$ cat src/rtl/rtype_sequencer_pkg.sv
// Shared definitions for the R-type sequencer: FSM states, ALU function codes
// and the bit positions of the instruction fields.
package rtype_sequencer_pkg;

    localparam int INSTR_W  = 32;
    localparam int OPC_LSB  = 26;
    localparam int OPC_W    = 6;
    localparam int RS_LSB   = 22;
    localparam int RT_LSB   = 18;
    localparam int RD_LSB   = 14;
    localparam int REG_W    = 4;
    localparam int FUNC_LSB = 0;
    localparam int FUNC_W   = 4;

    localparam logic [FUNC_W-1:0] FUNC_ADD = 4'd0;
    localparam logic [FUNC_W-1:0] FUNC_SUB = 4'd1;
    localparam logic [FUNC_W-1:0] FUNC_AND = 4'd2;
    localparam logic [FUNC_W-1:0] FUNC_OR  = 4'd3;
    localparam logic [FUNC_W-1:0] FUNC_XOR = 4'd4;
    localparam logic [FUNC_W-1:0] FUNC_NOR = 4'd5;
    localparam logic [FUNC_W-1:0] FUNC_SLT = 4'd6;
    localparam logic [FUNC_W-1:0] FUNC_SLL = 4'd7;
    localparam logic [FUNC_W-1:0] FUNC_SRL = 4'd8;
    localparam logic [FUNC_W-1:0] FUNC_SRA = 4'd9;

    typedef enum logic [2:0] {
        IDLE,
        READ,
        EXEC,
        WRITE,
        ERR
    } state_t;

    typedef struct packed {
        logic [REG_W-1:0]  rs;
        logic [REG_W-1:0]  rt;
        logic [REG_W-1:0]  rd;
        logic [FUNC_W-1:0] func;
    } fields_t;

endpackage

$ cat src/rtl/rtype_sequencer_if.sv
// Instruction handshake between an instruction source (master) and the
// sequencer (slave).
interface rtype_sequencer_if;
    import rtype_sequencer_pkg::*;

    logic               instr_valid;
    logic               instr_ready;
    logic [INSTR_W-1:0] instr;

    modport master (output instr_valid, output instr, input instr_ready);
    modport slave  (input instr_valid, input instr, output instr_ready);

endinterface

$ cat src/rtl/rtype_sequencer_alu.sv
// Combinational R-type ALU; shifts use only the low five bits of operand b.
module rtype_alu
    import rtype_sequencer_pkg::*;
#(
    parameter int DATA_W = 32
) (
    input  logic [DATA_W-1:0] a,
    input  logic [DATA_W-1:0] b,
    input  logic [FUNC_W-1:0] func,
    output logic [DATA_W-1:0] result
);

    logic [4:0] shamt;

    assign shamt = b[4:0];

    always_comb begin
        result = '0;
        case (func)
            FUNC_ADD: result = a + b;
            FUNC_SUB: result = a - b;
            FUNC_AND: result = a & b;
            FUNC_OR:  result = a | b;
            FUNC_XOR: result = a ^ b;
            FUNC_NOR: result = ~(a | b);
            FUNC_SLT: result = DATA_W'($signed(a) < $signed(b));
            FUNC_SLL: result = a << shamt;
            FUNC_SRL: result = a >> shamt;
            FUNC_SRA: result = DATA_W'($signed(a) >>> shamt);
            default:  result = '0;
        endcase
    end

endmodule

$ cat src/rtl/rtype_sequencer.sv
// Four-cycle R-type instruction sequencer: accept, read operands, execute,
// write back to an external register file.
module rtype_sequencer
    import rtype_sequencer_pkg::*;
#(
    parameter int DATA_W  = 32,
    parameter int RADDR_W = 4
) (
    input  logic                clk,
    input  logic                reset,
    rtype_sequencer_if.slave    bus,
    output logic [RADDR_W-1:0]  rf_rs,
    output logic [RADDR_W-1:0]  rf_rt,
    input  logic [DATA_W-1:0]   rf_rd1,
    input  logic [DATA_W-1:0]   rf_rd2,
    output logic [RADDR_W-1:0]  rf_rd,
    output logic [DATA_W-1:0]   rf_wdata,
    output logic                rf_write,
    output logic                done,
    output logic                err
);

    state_t            state_q, state_d;
    fields_t           fields_q, fields_in;
    logic [OPC_W-1:0]  opcode_in;
    logic              legal_in;
    logic [DATA_W-1:0] op_a, op_b, result_q, alu_result;
    logic              unused_bits;

    assign opcode_in      = bus.instr[OPC_LSB +: OPC_W];
    assign fields_in.rs   = bus.instr[RS_LSB +: REG_W];
    assign fields_in.rt   = bus.instr[RT_LSB +: REG_W];
    assign fields_in.rd   = bus.instr[RD_LSB +: REG_W];
    assign fields_in.func = bus.instr[FUNC_LSB +: FUNC_W];
    assign legal_in       = (opcode_in == '0) && (fields_in.func <= FUNC_SRA);
    assign unused_bits    = ^bus.instr[RD_LSB-1 : FUNC_LSB+FUNC_W];

    // Reset abandons any in-flight instruction; all datapath state is cleared.
    always_ff @(posedge clk or negedge reset) begin
        if (!reset) begin
            state_q  <= IDLE;
            fields_q <= '0;
            op_a     <= '0;
            op_b     <= '0;
            result_q <= '0;
        end else begin
            state_q <= state_d;
            if (state_q == IDLE && bus.instr_valid) begin
                fields_q <= fields_in;
            end
            if (state_q == READ) begin
                op_a <= rf_rd1;
                op_b <= rf_rd2;
            end
            if (state_q == EXEC) begin
                result_q <= alu_result;
            end
        end
    end

    always_comb begin
        state_d = state_q;
        case (state_q)
            IDLE:    if (bus.instr_valid) state_d = legal_in ? READ : ERR;
            READ:    state_d = EXEC;
            EXEC:    state_d = WRITE;
            WRITE:   state_d = IDLE;
            ERR:     state_d = IDLE;
            default: state_d = IDLE;
        endcase
    end

    // Addresses read as zero while idle so a stale instruction never leaks out.
    assign bus.instr_ready = (state_q == IDLE);
    assign rf_rs    = (state_q == IDLE) ? '0 : RADDR_W'(fields_q.rs);
    assign rf_rt    = (state_q == IDLE) ? '0 : RADDR_W'(fields_q.rt);
    assign rf_rd    = (state_q == IDLE) ? '0 : RADDR_W'(fields_q.rd);
    assign rf_wdata = result_q;
    assign rf_write = (state_q == WRITE);
    assign done     = (state_q == WRITE);
    assign err      = (state_q == ERR);

    rtype_alu #(.DATA_W(DATA_W)) u_alu (
        .a      (op_a),
        .b      (op_b),
        .func   (fields_q.func),
        .result (alu_result)
    );

endmodule
$ cat src/flat_wrapper.sv
// flat-port wrapper written by rule: the top's interface ports become plain ports
module rtype_sequencer_flat import rtype_sequencer_pkg::*;
#(
    parameter int DATA_W  = 32,
    parameter int RADDR_W = 4
)
  (clk, reset, rf_rs, rf_rt, rf_rd1, rf_rd2, rf_rd, rf_wdata, rf_write, done, err, bus_instr_valid, bus_instr, bus_instr_ready);
  rtype_sequencer_if bus_i ();
  input  logic clk;
  input  logic reset;
  output logic [RADDR_W-1:0] rf_rs;
  output logic [RADDR_W-1:0] rf_rt;
  input  logic [DATA_W-1:0] rf_rd1;
  input  logic [DATA_W-1:0] rf_rd2;
  output logic [RADDR_W-1:0] rf_rd;
  output logic [DATA_W-1:0] rf_wdata;
  output logic rf_write;
  output logic done;
  output logic err;
  input wire logic [$bits(bus_i.instr_valid)-1:0] bus_instr_valid;
  input wire logic [$bits(bus_i.instr)-1:0] bus_instr;
  output wire logic [$bits(bus_i.instr_ready)-1:0] bus_instr_ready;
  assign bus_i.instr_valid = bus_instr_valid;
  assign bus_i.instr = bus_instr;
  assign bus_instr_ready = bus_i.instr_ready;
  rtype_sequencer #(.DATA_W(DATA_W), .RADDR_W(RADDR_W)) u_core (.clk(clk), .reset(reset), .bus(bus_i), .rf_rs(rf_rs), .rf_rt(rf_rt), .rf_rd1(rf_rd1), .rf_rd2(rf_rd2), .rf_rd(rf_rd), .rf_wdata(rf_wdata), .rf_write(rf_write), .done(done), .err(err));
endmodule
$ cat config.mk
export PLATFORM = sky130hd
export DESIGN_NAME = rtype_sequencer_flat
export DESIGN_NICKNAME = d
export VERILOG_FILES = /design/src/rtl/rtype_sequencer_pkg.sv /design/src/rtl/rtype_sequencer_if.sv /design/src/rtl/rtype_sequencer_alu.sv /design/src/rtl/rtype_sequencer.sv /design/src/flat_wrapper.sv
export SDC_FILE = /design/constraint.sdc
export NUM_CORES = 1
export LEC_CHECK = 0
export CELL_PAD_IN_SITES_DETAIL_PLACEMENT = 1
export CELL_PAD_IN_SITES_GLOBAL_PLACEMENT = 1
export CORE_MARGIN = 2
export CORE_UTILIZATION = 49
export DETAILED_ROUTE_END_ITERATION = 8
export DONT_BUFFER_PORTS = 1
export PLACE_DENSITY = 0.81
export SLEW_MARGIN = 0
export SYNTH_ARGS = -nofsm -noshare
export SYNTH_HDL_FRONTEND = slang
export SYNTH_SLANG_ARGS = --single-unit
$ cat constraint.sdc
create_clock -name clk -period 5 [get_ports clk]
set_input_delay 0.25 -clock clk [delete_from_list [all_inputs] [get_ports clk]]
set_output_delay 0.25 -clock clk [all_outputs]
set_load 0.05 [all_outputs]
==> metrics.txt, run 1 <==
type of the worst min-delay path=in -> reg; Vias/cell=7.088; CP max stage delay=0.74 ns; CTS tree=yes; DRT antenna net count=0; Post-Route Setup TNS=0 ns; Num CTS Buffers=17; detailed-route DRC error count=0; max-cap violation count=0; Vias=14450; CTS clk-pin slew, worst paths=0.08 ns; Initial Util=49.41%; Sink Count=115; synthesized cell area=13210 sq um; root buffer cell=clkbuf_16; Worst Setup Start Kind=register; WP data arrival=4.71 ns; distinct cell type count after synthesis=81; post-synthesis compound-gate area fraction=27.70%; Core ar.=26730 sq um; drt wl/cell=28.87 um; commonest non-fill, non-tap cells in the layout=nand2_1 (179), nor2_1 (179), o21ai_0 (163); Synth top area share=21.79%; Max Root-Sink Buffers=2; Final setup viols=0; Final HPWL DP=40460 um; die span in y=168.2 um; Yosys top cell by area=dfrtp_1; XOR/XNOR Fraction of Synth Area=1.194%; worst slew pin tran=1.145 ns; fillers=3236; crit share post-route=87.54%; postcts setup bufs=0; Synth-to-Final Area Change=12.32%; IO Count=147; clk_skew=0.02012 ns; synth top area cells=dfrtp_1 (22%), ha_1 (9.2%), mux4_2 (7.7%); Critical Path RT=5.34 ns; hold slack=0.02601 ns; nets=1882; slowest CP cell=dfrtp_4; initial antenna violation count=2; Slew Limit Headroom=23.44%; status=complete, no violations; Rows=60; post-synthesis sequential area ratio=21.79%; H-tree depth=4; Multi-input gate area=9438 sq um; min cycle time layout=4.377 ns; Synth Area in Adders=9.494%; vias in the first global route=14470; mux contribution to synthesized area=15.01%; global-route wire length before repair=89270 um; detailed-router iteration count before antenna repair=5; Yosys reg bits=115; cts hold-fix bufs=82; Avg Inst Size Synth=7.870 sq um; RSZ-0062 raised after global routing=false; largest family of logic cells by synthesized area=compound AO/OA/AOI/OAI gates; Syn. warnings=0; Max Freq=0.2285 GHz; Final Hold Fails=0; layout cells sized above 1=10.37%; pin count of the biggest net entering global routing=116; Mapped Nets=1876; prevailing post-synth register cell=dfrtp_1; DP Worst Slack=0.9596 ns; post_cts resized=0; final worst setup slack=0.6228 ns; RD Place Congestion=1.007; Post-synth EDFFs=0; die footprint=28280 sq um; GRT overflow=0; ys async rst share=100.0%; ANT cells=0; CP Cell Sequence=ha_1 > inv_1 > fa_1 > nor2b_1 > o311ai_1 > a22oi_1 > a311oi_2 > o311ai_2 > a21boi_0 > xor2_1 > a21oi_1 > o21ai_0; gate count of the mapped netlist=1678; Register Area=2887 sq um; DRT Wirelength=58830 um; simple-gate portion of the synthesized area=17.76%; GRT Resource Usage Total=41.39%; crit end category=register; CP Max Fanout=33; critical path class=reg -> reg; DRT iter0 DRCs=1704; Slew Limit Fails=0; clk_lat worst skew=0.44 ns; Buffers on Ports=0; die width=168.2 um
## area by class of cell
| type | count | share of cell area, % |
|---|---|---|
| clock buffers | 17 | 2.868 |
| clock inverters | 15 | 1.105 |
| inverters | 104 | 2.632 |
| multi-input cells | 1329 | 63.63 |
| flip-flops and latches | 115 | 19.46 |
| well taps | 341 | 2.877 |
| repair buffers | 117 | 7.424 |
## worst paths after layout
path | from | to | slack (ns) | cells past startpoint
worst min register to register | u_core.fields_q[13] | u_core.fields_q[13] | 0.51 | 1
worst max-delay path | u_core.op_b[0] | u_core.rf_wdata[24] | 0.62 | 12
min in group asynchronous | reset | u_core.fields_q[14] | 0.44 | 2
max in group asynchronous | reset | u_core.op_b[3] | 4.05 | 2
worst max register to register | u_core.op_b[0] | u_core.rf_wdata[24] | 0.62 | 12
worst min-delay path | bus_instr_valid | u_core.state_q[0] | 0.03 | 2
## state kept, by name (all words and copies together), names as in the netlist
signal           cells
u_core.op_a         32
u_core.op_b         32
u_core.rf_wdata     32
u_core.fields_q     16
u_core.state_q       3
## cells by family after synthesis
kind of cell / Yosys count
compound gates: 565
xor+xnor: 18
fa+ha+maj: 99
buf+inv: 234
flops: 115
mux: 125
simple gates: 522
## per-stage QoR
step	utilization [%]	cell area [sq um]	instances
6_report	55.50	14830	2038
4_1_cts	55.50	14830	2038
5_1_grt	55.50	14830	2038
3_5_place_dp	50.15	13400	1924
3_3_place_gp	50.15	13400	1924
2_1_floorplan	-	13210	1678
## synthesized netlist by cell type, drive strengths merged, types with 17 or more instances
cell type and instances:
buf 47, ha 97, clkbuf 83, o211ai 24
inv 101, nor2b 26, a21oi 139, a22oi 20
mux4 53, mux2i 42, mux2 30, a21o 17
nand3 20, nor2 180, dfrtp 115, o21ai 167
nor3 35, nand2 180, a211oi 27
## worst max-delay path, delay by kind of cell (launching register included)
family / cells / cell delay (ns)
compound gates: 7 / 2.37
flops: 1 / 0.74
fa+ha+maj: 2 / 0.69
xor+xnor: 1 / 0.21
simple gates: 1 / 0.18
buf+inv: 1 / 0.08
## per-layer routing
| metal | vias up | track usage [%] | routed length, um |
|---|---|---|---|
| li1 | 6157 | - | - |
| met2 | 872 | 65.25 | 26460 |
| met1 | 7243 | 55.19 | 23710 |
| met5 | - | 0 | 13 |
| met4 | 2 | 18.70 | 2765 |
| met3 | 172 | 8.322 | 5877 |
Power of run 1 is not shown: default switching activity piles up to over one toggle a cycle in this logic, so the estimate is an artifact.
==> run 2: changes to the inputs <==
- CORE_UTILIZATION: 49 -> 50
- PLACE_DENSITY: 0.81 -> 0.82
- SYNTH_HIERARCHICAL: not set -> 1
==> run 2 against run 1 <==
- clock skew fell by 0.0062 ns
- cell area fell by 3.6%
- setup slack got worse by 0.022 ns
- die area fell by 5.7%
- highest routed layer is now met4
==> metrics.txt, run 2 <==
status=complete, no violations; Initial Util=50.66% (+1.3 points); Buffers on Ports=0 (unchanged); leading cell types by count after synthesis=a21oi_1 (149), o21ai_0 (143), nor2_1 (138); DRT antenna net count=0 (unchanged); Mapped Nets=1757 (-6.3%); DRT Wirelength=52710 um (-10%); crit share post-route=87.99% (+0.45 points); H-tree depth=4 (unchanged); type of the worst min-delay path=in -> reg; pin count of the biggest net entering global routing=116 (unchanged); layout cells sized above 1=10.87% (+0.50 points); RSZ-0062 raised after global routing=false; Avg Inst Size Synth=8.147 sq um (+3.5%); WP data arrival=4.73 ns (+0.02 ns); IO Count=147 (unchanged); Rows=58 (-3.3%); slowest CP cell=a2111o_1; detailed-route DRC error count=0 (unchanged); worst r2r path cells=13 (+1); Synth top area share=22.69% (+0.89 points); Slew Limit Headroom=30.32% (+6.9 points); hold slack=0.02545 ns (-0.0005607 ns); Yosys reg bits=115 (unchanged); Max Freq=0.2273 GHz (-0.51%); min-delay src=bus_instr[30]; Max Root-Sink Buffers=2 (unchanged); GRT overflow=0 (unchanged); post-synthesis sequential area ratio=22.69% (+0.89 points); worst slew pin tran=1.037 ns (-0.1074 ns); Sink Count=115 (unchanged); prevailing post-synth register cell=dfrtp_1; root buffer cell=clkbuf_16; Vias=13080 (-9.5%); DRT iter0 DRCs=1461 (-14%); GRT Resource Usage Total=39.31% (-2.1 points); initial antenna violation count=0 (-2); die width=163.3 um (-2.9%); CTS clk-pin slew, worst paths=0.07 ns (about the same); die span in y=163.3 um (-2.9%); Post-Route Setup TNS=0 ns (unchanged); die footprint=26660 sq um (-5.7%); destination of the worst hold path=u_core/state_q[2]; Final setup viols=0 (unchanged); FF-to-FF End=u_core/rf_wdata[31]; crit end category=register; clk_lat worst skew=0.44 ns (about the same); detailed-router iteration count before antenna repair=7 (+2); commonest non-fill, non-tap cell in the layout=a21oi_1; Num CTS Buffers=17 (unchanged); Vias/cell=6.831 (-3.6%); critical path class=reg -> reg; Critical Path RT=5.33 ns (about the same); WP buf/inv=1 (unchanged); CP Max Fanout=6 (-82%); Worst path most repeated cell=a211oi_2; Slew Limit Fails=0 (unchanged); post_cts resized=0 (unchanged); max-cap violation count=0 (unchanged); clk_skew=0.01397 ns (-0.006151 ns); Synth-to-Final Area Change=12.70%; synthesized cell area=12680 sq um (-3.9%); CP Cell Sequence=inv_1 > ha_1 > o21ba_1 > a2111o_1 > a211oi_2 > o211ai_2 > a211oi_2 > o21ai_2 > o31ai_4 > a221o_2 > mux2_1 > a211o_1 > mux2_2; R2R setup slack=0.60 ns (-0.02 ns); Critical Path Start=u_core/op_a[1]; CP max stage delay=0.49 ns (-0.25 ns); Worst R2R Start=u_core/op_a[1]; Final HPWL DP=35520 um (-12%); Core ar.=25040 sq um (-6.3%); synth top area cells=dfrtp_1 (23%), ha_1 (9.8%), mux2i_1 (7.3%); nets=1769 (-6.0%); distinct cell type count after synthesis=82 (+1.2%); Post-synth EDFFs=0 (unchanged); ys async rst share=100.0% (unchanged); Final Hold Fails=0 (unchanged); fillers=2955 (-8.7%); Worst Hold Depth=2 (unchanged); RD Place Congestion=0.9938 (-1.3%); gate count of the mapped netlist=1557 (-7.2%); commonest non-fill, non-tap cells in the layout=a21oi_1 (149), o21ai_0 (143), nor2_1 (138); CTS tree=yes; global-route wire length before repair=79670 um (-11%); Worst Setup Start Kind=register; crit-path leading delay family=compound AO/OA/AOI/OAI gates; min cycle time layout=4.400 ns (+0.02242 ns); drt wl/cell=27.54 um (-4.6%); vias in the first global route=13340 (-7.8%); critical path depth in cells=13 (+1); Syn. warnings=6 (+6); Yosys top cell by area=dfrtp_1; top-count cell post-synth=a21oi_1
[run 2: final cells by class]
type                            instances  area [sq um]  area share, %
Clock buffer                           17         425.4          2.976
Multi-Input combinational cell       1228          8937          62.52
Timing Repair Buffer                  110          1049          7.334
Clock inverter                         15         219.0          1.532
Sequential cell                       115          2884          20.17
Inverter                               97         364.1          2.547
Tap cell                              330         412.9          2.888
Antenna cell                            2         5.005        0.03501
[run 2: how the worst max path moves through the flow]
| stage | to |
|---|---|
| floorplan | u_core/rf_wdata[31] |
| global placement | u_core/rf_wdata[31] |
| detailed placement | u_core/rf_wdata[31] |
| CTS | u_core/rf_wdata[31] |
| global route | u_core/rf_wdata[29] |
| finish | u_core/rf_wdata[31] |
[run 2: kinds of logic after synthesis]
| logic type | synth area share (%) |
|---|---|
| AO/OA/AOI/OAI | 24.93 |
| adder cells (fa/ha/maj) | 10.08 |
| XOR/XNOR | 1.795 |
| AND/OR/NAND/NOR | 14.02 |
| buffers and inverters | 6.993 |
| multiplexers | 19.50 |
| flip-flops | 22.69 |
[run 2: per-stage QoR]
stage	util, %	instances	setup slack [ns]	cell area, sq um
floorplan	-	1557	0.5586	12680
global placement	51.16	1798	0.8479	12810
detailed placement	51.16	1798	0.7924	12810
CTS	57.08	1912	0.7471	14290
global route	57.08	1912	0.3659	14290
finish	57.10	1914	0.6003	14300
[run 2: metal layers]
| layer | GRT usage, % | vias to the layer above | wire [um] |
|---|---|---|---|
| li1 | - | 5644 | - |
| met1 | 51.92 | 6515 | 21030 |
| met2 | 62.66 | 740 | 24150 |
| met3 | 6.323 | 176 | 4902 |
| met4 | 19.11 | 0 | 2620 |
| met5 | 0 | - | 0 |
[run 2: what timing repair did]
item | CTS | global route
setup buffers | 0 | 0
hold buffers | 82 | 0
hold endpoints to repair | 195 | 0
setup endpoints to repair | 0 | 0
Power of run 2 is left out for the same reason.
